<file path="src/rtl/sram_arb_pkg.sv">
// Shared types and constants for the two-port SRAM arbiter.
//   state_t     : sequencer state (IDLE / ISSUE / WAIT)
//   P0, P1      : port identifiers as carried on grant / pointer signals
//   TIMEOUT_DEF : default watchdog limit in WAIT cycles
package sram_arb_pkg;

  typedef enum logic [1:0] {
    IDLE  = 2'd0,
    ISSUE = 2'd1,
    WAIT  = 2'd2
  } state_t;

  localparam logic P0 = 1'b0;
  localparam logic P1 = 1'b1;

  localparam int TIMEOUT_DEF = 63;

endpackage

</file>
<file path="src/rtl/sram_arb_pick.sv">
// Request picker for the SRAM arbiter.
// A port is eligible when it requests and is not being acked this cycle, so a
// master that is just retiring a transaction is not granted again by mistake.
// On a tie, either port 0 always wins (PRIO_P0 != 0) or the port that was not
// served last wins (round robin). The last-served pointer advances only when
// take_i says the grant is actually consumed.
// Ports:
//   CLK0, reset_n   : clock, synchronous active-low reset
//   valid_i[1:0]    : per-port request
//   ack_i[1:0]      : per-port ack currently being driven
//   take_i          : the sequencer accepts a grant this cycle
//   grant_valid_o   : at least one port is eligible
//   grant_id_o      : winning port id
module sram_arb_pick
  import sram_arb_pkg::*;
#(
  parameter int PRIO_P0 = 0
) (
  input  logic       CLK0,
  input  logic       reset_n,
  input  logic [1:0] valid_i,
  input  logic [1:0] ack_i,
  input  logic       take_i,
  output logic       grant_valid_o,
  output logic       grant_id_o
);

  logic       last_q;
  logic       last_d;
  logic [1:0] elig;

  always_comb begin
    elig          = valid_i & ~ack_i;
    grant_valid_o = |elig;
    grant_id_o    = P0;
    if (elig == 2'b11) begin
      grant_id_o = (PRIO_P0 != 0) ? P0 : ~last_q;
    end else if (elig[1]) begin
      grant_id_o = P1;
    end
    last_d = last_q;
    if (take_i && grant_valid_o) begin
      last_d = grant_id_o;
    end
  end

  // Pointer resets to port 1 so that port 0 wins the first tie.
  always_ff @(posedge CLK0) begin
    if (!reset_n) begin
      last_q <= P1;
    end else begin
      last_q <= last_d;
    end
  end

endmodule

</file>
<file path="src/rtl/sram_arbiter.sv">
// Two-port arbiter/sequencer in front of the async SRAM controller.
// Port 0 (CPU) and port 1 (DMA/video) requests are serialised: one strobe is
// issued per transaction, the controller's ready pulse is awaited, and an ack
// (plus read data) is returned to the winning port. A watchdog aborts a
// transaction whose ready never arrives.
//
// Handshake: a master raises pN_valid with pN_we/pN_addr/pN_wdata stable and
// keeps them so until pN_ack (one-cycle pulse). pN_err qualifies pN_ack as a
// timeout. Dropping valid after the grant does not cancel the transaction.
// Towards the controller, mem_rd/mem_wr are one-cycle strobes; mem_ready is a
// one-cycle completion pulse, honoured only in WAIT, with mem_rdata valid
// alongside it. At most one controller transaction is outstanding.
//
// Ports:
//   CLK0, reset_n              : clock, synchronous active-low reset
//   pN_valid/we/addr/wdata     : port N request
//   pN_ack/err/rdata           : port N completion and read data
//   mem_addr/wdata/rd/wr       : controller request (held when idle)
//   mem_rdata/mem_ready        : controller response
//   busy                       : sequencer not idle
//   grant                      : port owning current/last transaction
//   dbg_state_o                : sequencer state for observation
module sram_arbiter
  import sram_arb_pkg::*;
#(
  parameter int AW      = 18,
  parameter int DW      = 16,
  parameter int TIMEOUT = TIMEOUT_DEF,
  parameter int PRIO_P0 = 0
) (
  input  logic          CLK0,
  input  logic          reset_n,
  input  logic          p0_valid,
  input  logic          p0_we,
  input  logic [AW-1:0] p0_addr,
  input  logic [DW-1:0] p0_wdata,
  output logic          p0_ack,
  output logic          p0_err,
  output logic [DW-1:0] p0_rdata,
  input  logic          p1_valid,
  input  logic          p1_we,
  input  logic [AW-1:0] p1_addr,
  input  logic [DW-1:0] p1_wdata,
  output logic          p1_ack,
  output logic          p1_err,
  output logic [DW-1:0] p1_rdata,
  output logic [AW-1:0] mem_addr,
  output logic [DW-1:0] mem_wdata,
  output logic          mem_rd,
  output logic          mem_wr,
  input  logic [DW-1:0] mem_rdata,
  input  logic          mem_ready,
  output logic          busy,
  output logic          grant,
  output state_t        dbg_state_o
);

  localparam int TW = (TIMEOUT < 2) ? 1 : $clog2(TIMEOUT + 1);

  state_t          state_q, state_d;
  logic [TW-1:0]   timer_q, timer_d;
  logic [AW-1:0]   addr_q, addr_d;
  logic [DW-1:0]   wdata_q, wdata_d;
  logic            we_q, we_d;
  logic            grant_q, grant_d;
  logic [1:0]      ack_q, ack_d;
  logic [1:0]      err_q, err_d;
  logic [DW-1:0]   rdata0_q, rdata0_d;
  logic [DW-1:0]   rdata1_q, rdata1_d;

  logic            pick_valid;
  logic            pick_id;

  sram_arb_pick #(
    .PRIO_P0(PRIO_P0)
  ) u_pick (
    .CLK0         (CLK0),
    .reset_n      (reset_n),
    .valid_i      ({p1_valid, p0_valid}),
    .ack_i        (ack_q),
    .take_i       (state_q == IDLE),
    .grant_valid_o(pick_valid),
    .grant_id_o   (pick_id)
  );

  always_comb begin
    state_d  = state_q;
    timer_d  = timer_q;
    addr_d   = addr_q;
    wdata_d  = wdata_q;
    we_d     = we_q;
    grant_d  = grant_q;
    ack_d    = 2'b00;
    err_d    = 2'b00;
    rdata0_d = rdata0_q;
    rdata1_d = rdata1_q;
    case (state_q)
      IDLE: begin
        if (pick_valid) begin
          grant_d = pick_id;
          addr_d  = (pick_id == P1) ? p1_addr  : p0_addr;
          wdata_d = (pick_id == P1) ? p1_wdata : p0_wdata;
          we_d    = (pick_id == P1) ? p1_we    : p0_we;
          state_d = ISSUE;
        end
      end
      ISSUE: begin
        // mem_ready here is deliberately ignored.
        timer_d = '0;
        state_d = WAIT;
      end
      WAIT: begin
        // timer_q counts WAIT cycles already spent without ready; ready is
        // accepted on any of the TIMEOUT WAIT cycles, and the last one without
        // it aborts the transaction.
        if (mem_ready) begin
          if (!we_q) begin
            if (grant_q == P1) rdata1_d = mem_rdata;
            else               rdata0_d = mem_rdata;
          end
          ack_d[grant_q] = 1'b1;
          state_d        = IDLE;
        end else if (timer_q == TW'(TIMEOUT - 1)) begin
          ack_d[grant_q] = 1'b1;
          err_d[grant_q] = 1'b1;
          state_d        = IDLE;
        end else begin
          timer_d = timer_q + TW'(1);
        end
      end
      default: state_d = IDLE;
    endcase
  end

  always_ff @(posedge CLK0) begin
    if (!reset_n) begin
      state_q  <= IDLE;
      timer_q  <= '0;
      addr_q   <= '0;
      wdata_q  <= '0;
      we_q     <= 1'b0;
      grant_q  <= P0;
      ack_q    <= 2'b00;
      err_q    <= 2'b00;
      rdata0_q <= '0;
      rdata1_q <= '0;
    end else begin
      state_q  <= state_d;
      timer_q  <= timer_d;
      addr_q   <= addr_d;
      wdata_q  <= wdata_d;
      we_q     <= we_d;
      grant_q  <= grant_d;
      ack_q    <= ack_d;
      err_q    <= err_d;
      rdata0_q <= rdata0_d;
      rdata1_q <= rdata1_d;
    end
  end

  assign mem_addr    = addr_q;
  assign mem_wdata   = wdata_q;
  assign mem_rd      = (state_q == ISSUE) && !we_q;
  assign mem_wr      = (state_q == ISSUE) &&  we_q;
  assign p0_ack      = ack_q[0];
  assign p1_ack      = ack_q[1];
  assign p0_err      = err_q[0];
  assign p1_err      = err_q[1];
  assign p0_rdata    = rdata0_q;
  assign p1_rdata    = rdata1_q;
  assign busy        = (state_q != IDLE);
  assign grant       = grant_q;
  assign dbg_state_o = state_q;

endmodule

</file>
<file path="config.mk">
export PLATFORM = sky130hd
export DESIGN_NAME = sram_arbiter
export DESIGN_NICKNAME = d
export VERILOG_FILES = /design/src/rtl/sram_arb_pkg.sv /design/src/rtl/sram_arb_pick.sv /design/src/rtl/sram_arbiter.sv
export SDC_FILE = /design/constraint.sdc
export NUM_CORES = 1
export LEC_CHECK = 0
export BUFFER_PORTS_ARGS = -buffer_cell sky130_fd_sc_hd__clkbuf_2
export CORE_ASPECT_RATIO = 1.25
export CORE_MARGIN = 1.5
export CORE_UTILIZATION = 31
export CTS_CLUSTER_DIAMETER = 50
export CTS_CLUSTER_SIZE = 28
export DETAILED_ROUTE_END_ITERATION = 8
export GPL_TIMING_DRIVEN = 0
export PLACE_DENSITY = 0.64
export SLEW_MARGIN = 10
export SYNTH_ARGS = -nofsm -noshare
export SYNTH_HDL_FRONTEND = slang
export SYNTH_SLANG_ARGS = --single-unit
</file>
<file path="constraint.sdc">
create_clock -name CLK0 -period 1.4 [get_ports CLK0]
set_input_delay 0.14 -clock CLK0 [delete_from_list [all_inputs] [get_ports CLK0]]
set_output_delay 0.14 -clock CLK0 [all_outputs]
set_load 0.01 [all_outputs]
</file>
==> summary.txt, run 1 <==
count leader, synth: dfxtp_1
Crit path max-delay family: buffers and inverters
layer with the highest usage: met2
crit-path most repeated cell: buf_6
initial antenna violation count: 0
DR vias: 3436
Slew HR: 57.8%
Core ar.: 10700 um2
CP arrival: 1.73 ns
TritonCTS clock tree: yes
Iter 0 DRT Violations: 61
top cell type's share of synthesized area: 47.4%
non-filler cells, final: 705
Worst-Margin Slew: 0.633 ns
period utilisation layout: 105%
dominant cells by area after synthesis: dfxtp_1 (47%), mux2i_1 (15%), o21ai_0 (6.1%)
Worst setup SP type: register
first-pass iteration count of the detailed router: 4
CP max stage delay: 0.35 ns
Synth Area per Inst: 9.35 um2
sequential area share after synthesis: 47.4%
clock skew: 0.00729 ns
unrepaired setup endpoints after global routing: true
Warnings, synthesis: 0
DP Area: 4420 um2
Final Max Slew Viols: 0
Final WS setup: -0.0723 ns
ant diodes: 0
H-tree Lvls: 3
Reg clk slew, reported paths: 0.06 ns
total track usage: 17.8%
Port Buf Inserts: 166
Max Root-Sink Buffers: 2
first-pass GRT wire length: 16800 um
number of synthesized flops with an enable pin: 0
Layout Nets: 661
Critical Path RT: 1.66 ns
met3 GRT Util: 5.72%
crit-path max FO: 7
die area: 11700 um2
Die H: 120 um
wire length per cell: 15.3 um
root buf cell: clkbuf_16
Post-Layout Inst Area: 5430 um2
IO Pins: 167
status: finished, violations left
final hold vios: 0
GR met1 Demand/Resource: 20.4%
Rows: 42
Hold Buf Count CTS: 0
CP Buf/Inv Count: 3
Area Overhead vs Synth: 58.5%
Tmin final: 1.47 ns
Placed Cells: 664
final setup fails: 54
drt drc: 0
Num CTS Buffers: 9
post-synthesis register bit count: 81
DRT Wirelength: 10800 um
remaining global-route overflow: 0
most instantiated cells after synthesis: dfxtp_1 (81), mux2i_1 (52), nand2_1 (45), o21ai_0 (42), a21oi_1 (40)
number of global-route vias before repair: 3546
share of post-route cells with drive strength above 1: 52.4%
Max-Cap Viols: 0
Mapped Area: 3420 um2
met2 usage: 31.5%
kind of critical path: reg2reg
starting density of the core: 32.1%
LEAKAGE: 2.43 nW
Mapped Nets: 459
Hold WC Path Type: in2reg
slowest stage cell, crit path: dfxtp_4
worst-path cell chain: buf_4 > or2_4 > a21oi_4 > buf_6 > buf_6 > o21ai_2 > a21oi_2
pin count of the biggest net entering global routing: 14
violated checks: negative setup slack
fill count: 999
post-DR vias/cell: 4.87
Primary FF master, synth: dfxtp_1
Peak VDD IR: 0.000699 V
clk_lat worst skew: 0.33 ns
setup_tns: -2.02 ns
GP Congestion: 0.834
post-DP HPWL: 7530 um
CP Capture Type: register
cell taking the most area after synthesis: dfxtp_1
CTS sink cnt: 81
Yosys cell types: 36
Die W: 97.0 um
max frequency: 679 MHz
R2R setup slack: -0.07 ns
Antenna Nets Post-Route: 0
Mapped Cells: 366
ys async rst share: 0%
PwrDens: 1130 nW/um2
## metal layers
metal  vias to the layer above  routed length [um]
met5                         -                   0
met4                         0                  98
met3                         8                 840
met2                       152                5380
met1                      1590                4450
li1                       1686                   -
## report_power, final
group	switching [mW]	leakage (nW)	internal [mW]
clock	0.913	0.137	1.25
combinational	0.659	1.63	0.698
sequential	0.116	0.666	2.46
## layout make-up
type	instances	area, um2	area share [%]
multi-input combinational	257	1950	36.0
sequential	81	1630	30.1
timing repair buffer	194	1170	21.6
clock buffer	12	246	4.54
buffer	23	220	4.06
tap	132	165	3.04
clock inverter	4	27.5	0.507
inverter	2	7.51	0.138
## sequential cells by signal (all words and copies together) (netlist names)
name	count
grant	1
timer_q	6
p0_rdata	16
mem_wdata	16
dbg_state_o	2
u_pick.last_q	1
err_q	2
we_q	1
ack_q	2
mem_addr	18
p1_rdata	16
## timing repair
| item | 4_1_cts | 5_1_grt |
|---|---|---|
| endpoints found under the setup margin | 76 | 78 |
| gates resized for setup | 108 | 70 |
| gates cloned | 7 | 1 |
| pin swaps | 33 | 9 |
| buffers inserted | 18 | 5 |
## final timing paths
kind	startpoint	end	depth (start not counted)
worst max register to register	dbg_state_o[1]$_SDFFE_PN0P_	mem_addr[1]$_SDFFE_PN0P_	7
worst min register to register	p0_rdata[7]$_SDFFE_PN0P_	p0_rdata[7]$_SDFFE_PN0P_	2
worst min-delay path	mem_rdata[5]	p0_rdata[5]$_SDFFE_PN0P_	3
worst max-delay path	dbg_state_o[1]$_SDFFE_PN0P_	mem_addr[1]$_SDFFE_PN0P_	7
## cell usage in the layout (no fill, tap or decap), types with 3 or more instances in the layout
master,instances
a21boi_1,6
a21boi_2,11
a21oi_1,33
a21oi_2,6
and2_1,3
buf_12,4
buf_4,12
buf_6,18
buf_8,7
clkbuf_1,10
clkbuf_16,10
clkbuf_2,165
dfxtp_1,75
dfxtp_2,4
mux2i_1,44
mux2i_2,8
nand2_1,28
nand2_2,9
nand2_4,9
nand2b_4,3
nand3_1,4
nor2_1,6
nor2b_1,17
o21ai_0,19
o21ai_1,10
o21ai_2,12
## logic make-up after synthesis
group	synth area share, %
adder cells (fa/ha/maj)	0.731
multiplexers	15.2
AND/OR/NAND/NOR	14.9
AO/OA/AOI/OAI	17.3
buffers and inverters	4.42
flip-flops	47.4
## metrics by stage
step	total power [mW]	setup slack [ns]	util (%)	hold slack, ns
after global placement	3.52	-0.223	41.5	0.383
after global routing	6.37	-0.144	50.9	0.0566
after floorplan	3.10	-0.00803	-	0.275
after detailed placement	3.54	-0.271	41.5	0.382
after CTS	6.05	-0.123	49.1	0.0338
final	6.10	-0.0723	50.9	0.0540
## worst reg2reg max path, delay by kind of cell (launching register included)
kind	cells	cell delay (ns)
buffers and inverters	3	0.46
flip-flops	1	0.35
AND/OR/NAND/NOR	1	0.24
AO/OA/AOI/OAI	3	0.35
(Power assumes the default switching activity.)
==> run 2: changes to the inputs <==
- CTS_BUF_LIST: not set -> sky130_fd_sc_hd__clkbuf_4 sky130_fd_sc_hd__clkbuf_8 sky130_fd_sc_hd__clkbuf_16
- PLACE_DENSITY: 0.64 -> 0.62
==> run 2 against run 1 <==
Net effect: the flow still finishes with violations (negative setup slack); core utilization is 2.0 points lower; routed wire length is 3.0% lower; worst setup slack better by 0.058 ns; die area stayed put; sequential share of layout area is 1.4 points higher; total power is 0.96% higher; combinational power is 11% lower; first-iteration DRC count is 140% higher; via count is 2.3% lower; hold slack worse by 0.0099 ns; cell count is 1.1% lower; highest routed layer unchanged.
==> summary.txt, run 2 (synthesized netlist as in run 1, its figures left out) <==
Hold WC Path Type: in2reg
first-pass GRT wire length: 16300 um (-3.1%)
clk_lat worst skew: 0.33 ns (about the same)
remaining global-route overflow: 0 (unchanged)
Core ar.: 10700 um2 (unchanged)
violated checks: negative setup slack
Worst setup SP type: register
Tmin final: 1.41 ns (-0.0584 ns)
initial antenna violation count: 0 (unchanged)
DR vias: 3357 (-2.3%)
Fin Hold WS: 0.0440 ns (-0.00995 ns)
Post-Place Setup Slack: -0.265 ns (+0.00587 ns)
Multi-input gate area: 1840 um2 (-5.8%)
Antenna Nets Post-Route: 0 (unchanged)
worst-path cell chain: or2_4 > a21oi_4 > buf_6 > buf_8 > o21ai_1 > a21oi_1
Iter 0 DRT Violations: 147 (+140%)
slowest stage cell, crit path: dfxtp_4
Peak VDD IR: 0.000676 V (-3.4%)
commonest non-fill, non-tap cell in the layout: clkbuf_2
LEAKAGE: 2.40 nW (-1.2%)
Placed Cells: 664 (unchanged)
max FFs per register: 18 (unchanged)
Final WS setup: -0.0139 ns (+0.0584 ns)
H-tree Lvls: 3 (unchanged)
status: finished, violations left
clock skew: 0.0127 ns (+0.00541 ns)
setup_tns: -0.0627 ns (+1.96 ns)
starting density of the core: 32.1% (unchanged)
GP Congestion: 0.816 (-2.2%)
max frequency: 707 MHz (+4.1%)
Hold Buf Count CTS: 0 (unchanged)
fill count: 1037 (+3.8%)
Max Root-Sink Buffers: 2 (unchanged)
post-layout util: 48.9% (-2.0 points)
Rows: 42 (unchanged)
CP max stage delay: 0.37 ns (+0.02 ns)
post-DR vias/cell: 4.82 (-1.2%)
CP arrival: 1.67 ns (-0.06 ns)
final hold vios: 0 (unchanged)
register area: 1640 um2 (+0.46%)
root buf cell: clkbuf_16
share of post-route cells with drive strength above 1: 46.7% (-5.6 points)
drt drc: 0 (unchanged)
CP Capture Type: register
total track usage: 17.5% (-0.32 points)
crit-path max FO: 6 (-1)
TritonCTS clock tree: yes
Layout Nets: 653 (-1.2%)
Die W: 97.0 um (unchanged)
Area Overhead vs Synth: 52.3%
CTS sink cnt: 81 (unchanged)
Worst-Margin Slew: 0.536 ns (-0.0966 ns)
Max-Cap Viols: 0 (unchanged)
kind of critical path: reg2reg
Reg clk slew, reported paths: 0.07 ns (about the same)
post-DP HPWL: 7600 um (+0.97%)
wire length per cell: 15.0 um (-1.8%)
IO Pins: 167 (unchanged)
Die H: 120 um (unchanged)
Port Buf Inserts: 166 (unchanged)
most frequent cells in the layout: clkbuf_2 (165), dfxtp_1 (73), mux2i_1 (47)
die area: 11700 um2 (unchanged)
Critical Path RT: 1.66 ns (about the same)
Num CTS Buffers: 9 (unchanged)
first-pass iteration count of the detailed router: 4 (unchanged)
non-filler cells, final: 697 (-1.1%)
final setup fails: 7 (-87%)
PwrDens: 1180 nW/um2 (+5.0%)
DRT Wirelength: 10500 um (-3.0%)
period utilisation layout: 101% (-4.2 points)
number of global-route vias before repair: 3319 (-6.4%)
unrepaired setup endpoints after global routing: true
Slew HR: 64.2% (+6.4 points)
ant diodes: 0 (unchanged)
CP Buf/Inv Count: 2 (-1)
pin count of the biggest net entering global routing: 15 (+1)
Crit path max-delay family: compound AO/OA/AOI/OAI gates
Final Max Slew Viols: 0 (unchanged)
run 2: cell types whose count changed in the layout (fill, tap and decap cells not counted), moves of 4 or more:
cell and delta:
nand2_1 +15, a21boi_2 -11, nand2_2 -8, buf_6 -7
nand2_4 -7, a21boi_0 +6, buf_8 -6, a21boi_1 +5
mux2i_2 -4
run 2: per-layer routing:
layer	share of wire, %	vias up	GRT usage [%]
met5	0	-	0
met4	1.1	0	5.53
met3	8.5	9	6.47
met2	48	149	30.1
met1	42	1531	20.1
li1	-	1668	-
run 2: power by group:
part / switching (mW) / internal [mW]
registers: 0.112 / 2.46
logic: 0.609 / 0.596
clock network: 0.950 / 1.43
total: 1.67 / 4.49
run 2: worst paths after layout:
kind,slack [ns],startpoint,to,cells after the start
max,-0.01,dbg_state_o[1]$_SDFFE_PN0P_,mem_addr[15]$_SDFFE_PN0P_,6
min,0.04,mem_rdata[13],p0_rdata[13]$_SDFFE_PN0P_,3
max reg2reg,-0.01,dbg_state_o[1]$_SDFFE_PN0P_,mem_addr[15]$_SDFFE_PN0P_,6
min reg2reg,0.45,p0_rdata[9]$_SDFFE_PN0P_,p0_rdata[9]$_SDFFE_PN0P_,2
run 2: area by class of cell:
class | count | area share [%]
clock buffers | 10 | 4.58
inverters | 2 | 0.144
flip-flops and latches | 81 | 31.5
multi-input cells | 257 | 35.2
plain buffers | 25 | 4.53
well taps | 132 | 3.17
repair buffers | 184 | 19.6
clock inverters | 6 | 1.25
run 2: timing repair:
action / in CTS / in global routing
setup endpoints to repair: 71 / 52
endpoints found under the hold margin: 0 / 0
pin swaps: 2 / 5
cloned: 2 / 2
gates resized for setup: 46 / 71
buffers inserted: 7 / 7
run 2: worst reg2reg max path, cell delays in order (launching register included):
cell and delay, ns:
dfxtp_4 0.37, or2_4 0.27, a21oi_4 0.18, buf_6 0.18, buf_8 0.14, o21ai_1 0.06
a21oi_1 0.15
run 2: through the flow:
step,instance area [um2],total power [mW]
after floorplan,3430,3.10
after global placement,4420,3.52
after detailed placement,4420,3.54
after CTS,4950,6.07
after global routing,5220,6.46
final,5220,6.16
==> run 3: changes to the inputs <==
- CELL_PAD_IN_SITES_DETAIL_PLACEMENT: not set -> 1
- CELL_PAD_IN_SITES_GLOBAL_PLACEMENT: not set -> 1
- CORE_UTILIZATION: 31 -> 30
- PLACE_DENSITY: 0.62 -> 0.78
==> run 3 against run 2 <==
Net effect: the run still ends with negative setup slack left; register-to-register slack worse by 0.03 ns; combinational power up 5%; die area up 3.2%; cell area up 1.8%; flip-flop and latch count unchanged; non-clock buffer count unchanged; clock skew down 0.0037 ns; global-route usage up 0.96 points; clock power up 5%; cell count up 0.29%; critical path type unchanged; critical endpoint is now mem_wdata[5]$_SDFFE_PN0P_; highest routed layer unchanged.
==> summary.txt, run 3 (synthesized netlist as in run 1, its figures left out) <==
violated checks: negative setup slack
max FFs per register: 18 (unchanged)
first-pass GRT wire length: 17500 um (+7.6%)
wire length per cell: 16.6 um (+11%)
CP Capture Type: register
H-tree Lvls: 3 (unchanged)
Hold WC Path Type: in2reg
Final Max Slew Viols: 0 (unchanged)
Port Buf Inserts: 166 (unchanged)
Final WS setup: -0.0444 ns (-0.0305 ns)
DP Area: 4430 um2 (about the same)
Fin Hold WS: 0.0339 ns (-0.0102 ns)
status: finished, violations left
Reg clk slew, reported paths: 0.06 ns (about the same)
crit-path max FO: 5 (-1)
starting density of the core: 30.9% (-1.2 points)
post-layout util: 47.9% (-0.96 points)
Slew HR: 69.2% (+5.0 points)
setup_tns: -0.339 ns (-0.276 ns)
number of global-route vias before repair: 3546 (+6.8%)
Hold Buf Count CTS: 0 (unchanged)
TritonCTS clock tree: yes
first-pass iteration count of the detailed router: 4 (unchanged)
Post-Place Setup Slack: -0.297 ns (-0.0323 ns)
DRT Wirelength: 11600 um (+11%)
Die H: 122 um (+1.6%)
Critical Path RT: 1.63 ns (-0.03 ns)
most frequent cells in the layout: clkbuf_2 (165), dfxtp_1 (73), mux2i_1 (46)
CP arrival: 1.67 ns (about the same)
Area Overhead vs Synth: 55.2%
drt drc: 0 (unchanged)
root buf cell: clkbuf_16
Tmin final: 1.44 ns (+0.0305 ns)
Antenna Nets Post-Route: 0 (unchanged)
commonest non-fill, non-tap cell in the layout: clkbuf_2
post-DP HPWL: 8180 um (+7.6%)
period utilisation layout: 103% (+2.2 points)
Layout Nets: 653 (unchanged)
final setup fails: 21 (+14)
pin count of the biggest net entering global routing: 14 (-1)
kind of critical path: reg2reg
die area: 12100 um2 (+3.2%)
Num CTS Buffers: 9 (unchanged)
Iter 0 DRT Violations: 69 (-53%)
R2R setup slack: -0.04 ns (-0.03 ns)
share of post-route cells with drive strength above 1: 47.2% (+0.44 points)
DR vias: 3416 (+1.8%)
final hold vios: 0 (unchanged)
Max Root-Sink Buffers: 2 (unchanged)
post-DR vias/cell: 4.89 (+1.5%)
Worst-Margin Slew: 0.461 ns (-0.0751 ns)
clk_lat worst skew: 0.34 ns (about the same)
Post-Layout Inst Area: 5310 um2 (+1.8%)
ant diodes: 0 (unchanged)
unrepaired setup endpoints after global routing: true
max frequency: 692 MHz (-2.1%)
Worst setup SP type: register
initial antenna violation count: 0 (unchanged)
PwrDens: 1190 nW/um2 (+1.1%)
Peak VDD IR: 0.000620 V (-8.2%)
clock skew: 0.00899 ns (-0.00371 ns)
Max-Cap Viols: 0 (unchanged)
Core ar.: 11100 um2 (+3.9%)
LEAKAGE: 2.42 nW (+0.49%)
Die W: 98.5 um (+1.6%)
CTS sink cnt: 81 (unchanged)
GP Congestion: 0.774 (-5.2%)
IO Pins: 167 (unchanged)
total track usage: 18.4% (+0.96 points)
remaining global-route overflow: 0 (unchanged)
Rows: 43 (+2.4%)
-- run 3: cell count changes in the layout (fill, tap and decap cells not counted), sizes merged --
cell / before / now
buf: 35 / 30
clkinv: 3 / 2
bufinv: 1 / 2
clkinvlp: 1 / 0
clkbuf: 184 / 189
-- run 3: cell type report --
cell class	count	area, um2
Buffer	25	243
Fill cell	1309	5770
Tap cell	135	169
Clock inverter	5	80.1
Sequential cell	81	1640
Inverter	2	7.51
Timing Repair Buffer	184	1100
Clock buffer	10	233
Multi-Input combinational cell	257	1840
-- run 3: final timing paths --
check        depth (start not counted)                      from                        end
max                                  6       ack_q[0]$_SDFF_PN0_  mem_wdata[5]$_SDFFE_PN0P_
min                                  3              mem_rdata[2]   p0_rdata[2]$_SDFFE_PN0P_
max reg2reg                          6       ack_q[0]$_SDFF_PN0_  mem_wdata[5]$_SDFFE_PN0P_
min reg2reg                          2  p0_rdata[1]$_SDFFE_PN0P_   p0_rdata[1]$_SDFFE_PN0P_
-- run 3: power breakdown --
| part | total [mW] | switching (mW) | internal [mW] |
|---|---|---|---|
| Combinational | 1.27 | 0.636 | 0.629 |
| Clock | 2.51 | 0.938 | 1.57 |
| Sequential | 2.57 | 0.109 | 2.46 |
-- run 3: through the flow --
step | cells | total power [mW]
global placement | 667 | 3.53
CTS | 690 | 6.22
finish | 699 | 6.35
global route | 699 | 6.62
detailed placement | 667 | 3.56
floorplan | 366 | 3.10
-- run 3: layer usage --
layer / global-route usage [%] / share of wire (%) / up-vias
met3: 6.32 / 7.7 / 15
met2: 33.2 / 51 / 144
met4: 5.72 / 1.5 / 0
li1: - / - / 1665
met1: 20.3 / 40 / 1592
met5: 0 / 0 / -
-- run 3: repair_timing --
item / in CTS / in global routing
endpoints found under the setup margin: 79 / 58
cloned: 2 / 6
gates resized for setup: 50 / 74
setup buffers: 6 / 5
pin swaps: 3 / 15
-- run 3: worst max-delay path: stages, from the launching register on --
cell       delay [ns]
dfxtp_2          0.36
nor2b_4          0.12
a21o_1           0.22
clkbuf_16        0.20
clkbuf_16        0.15
mux2i_1          0.21
a21oi_1          0.09
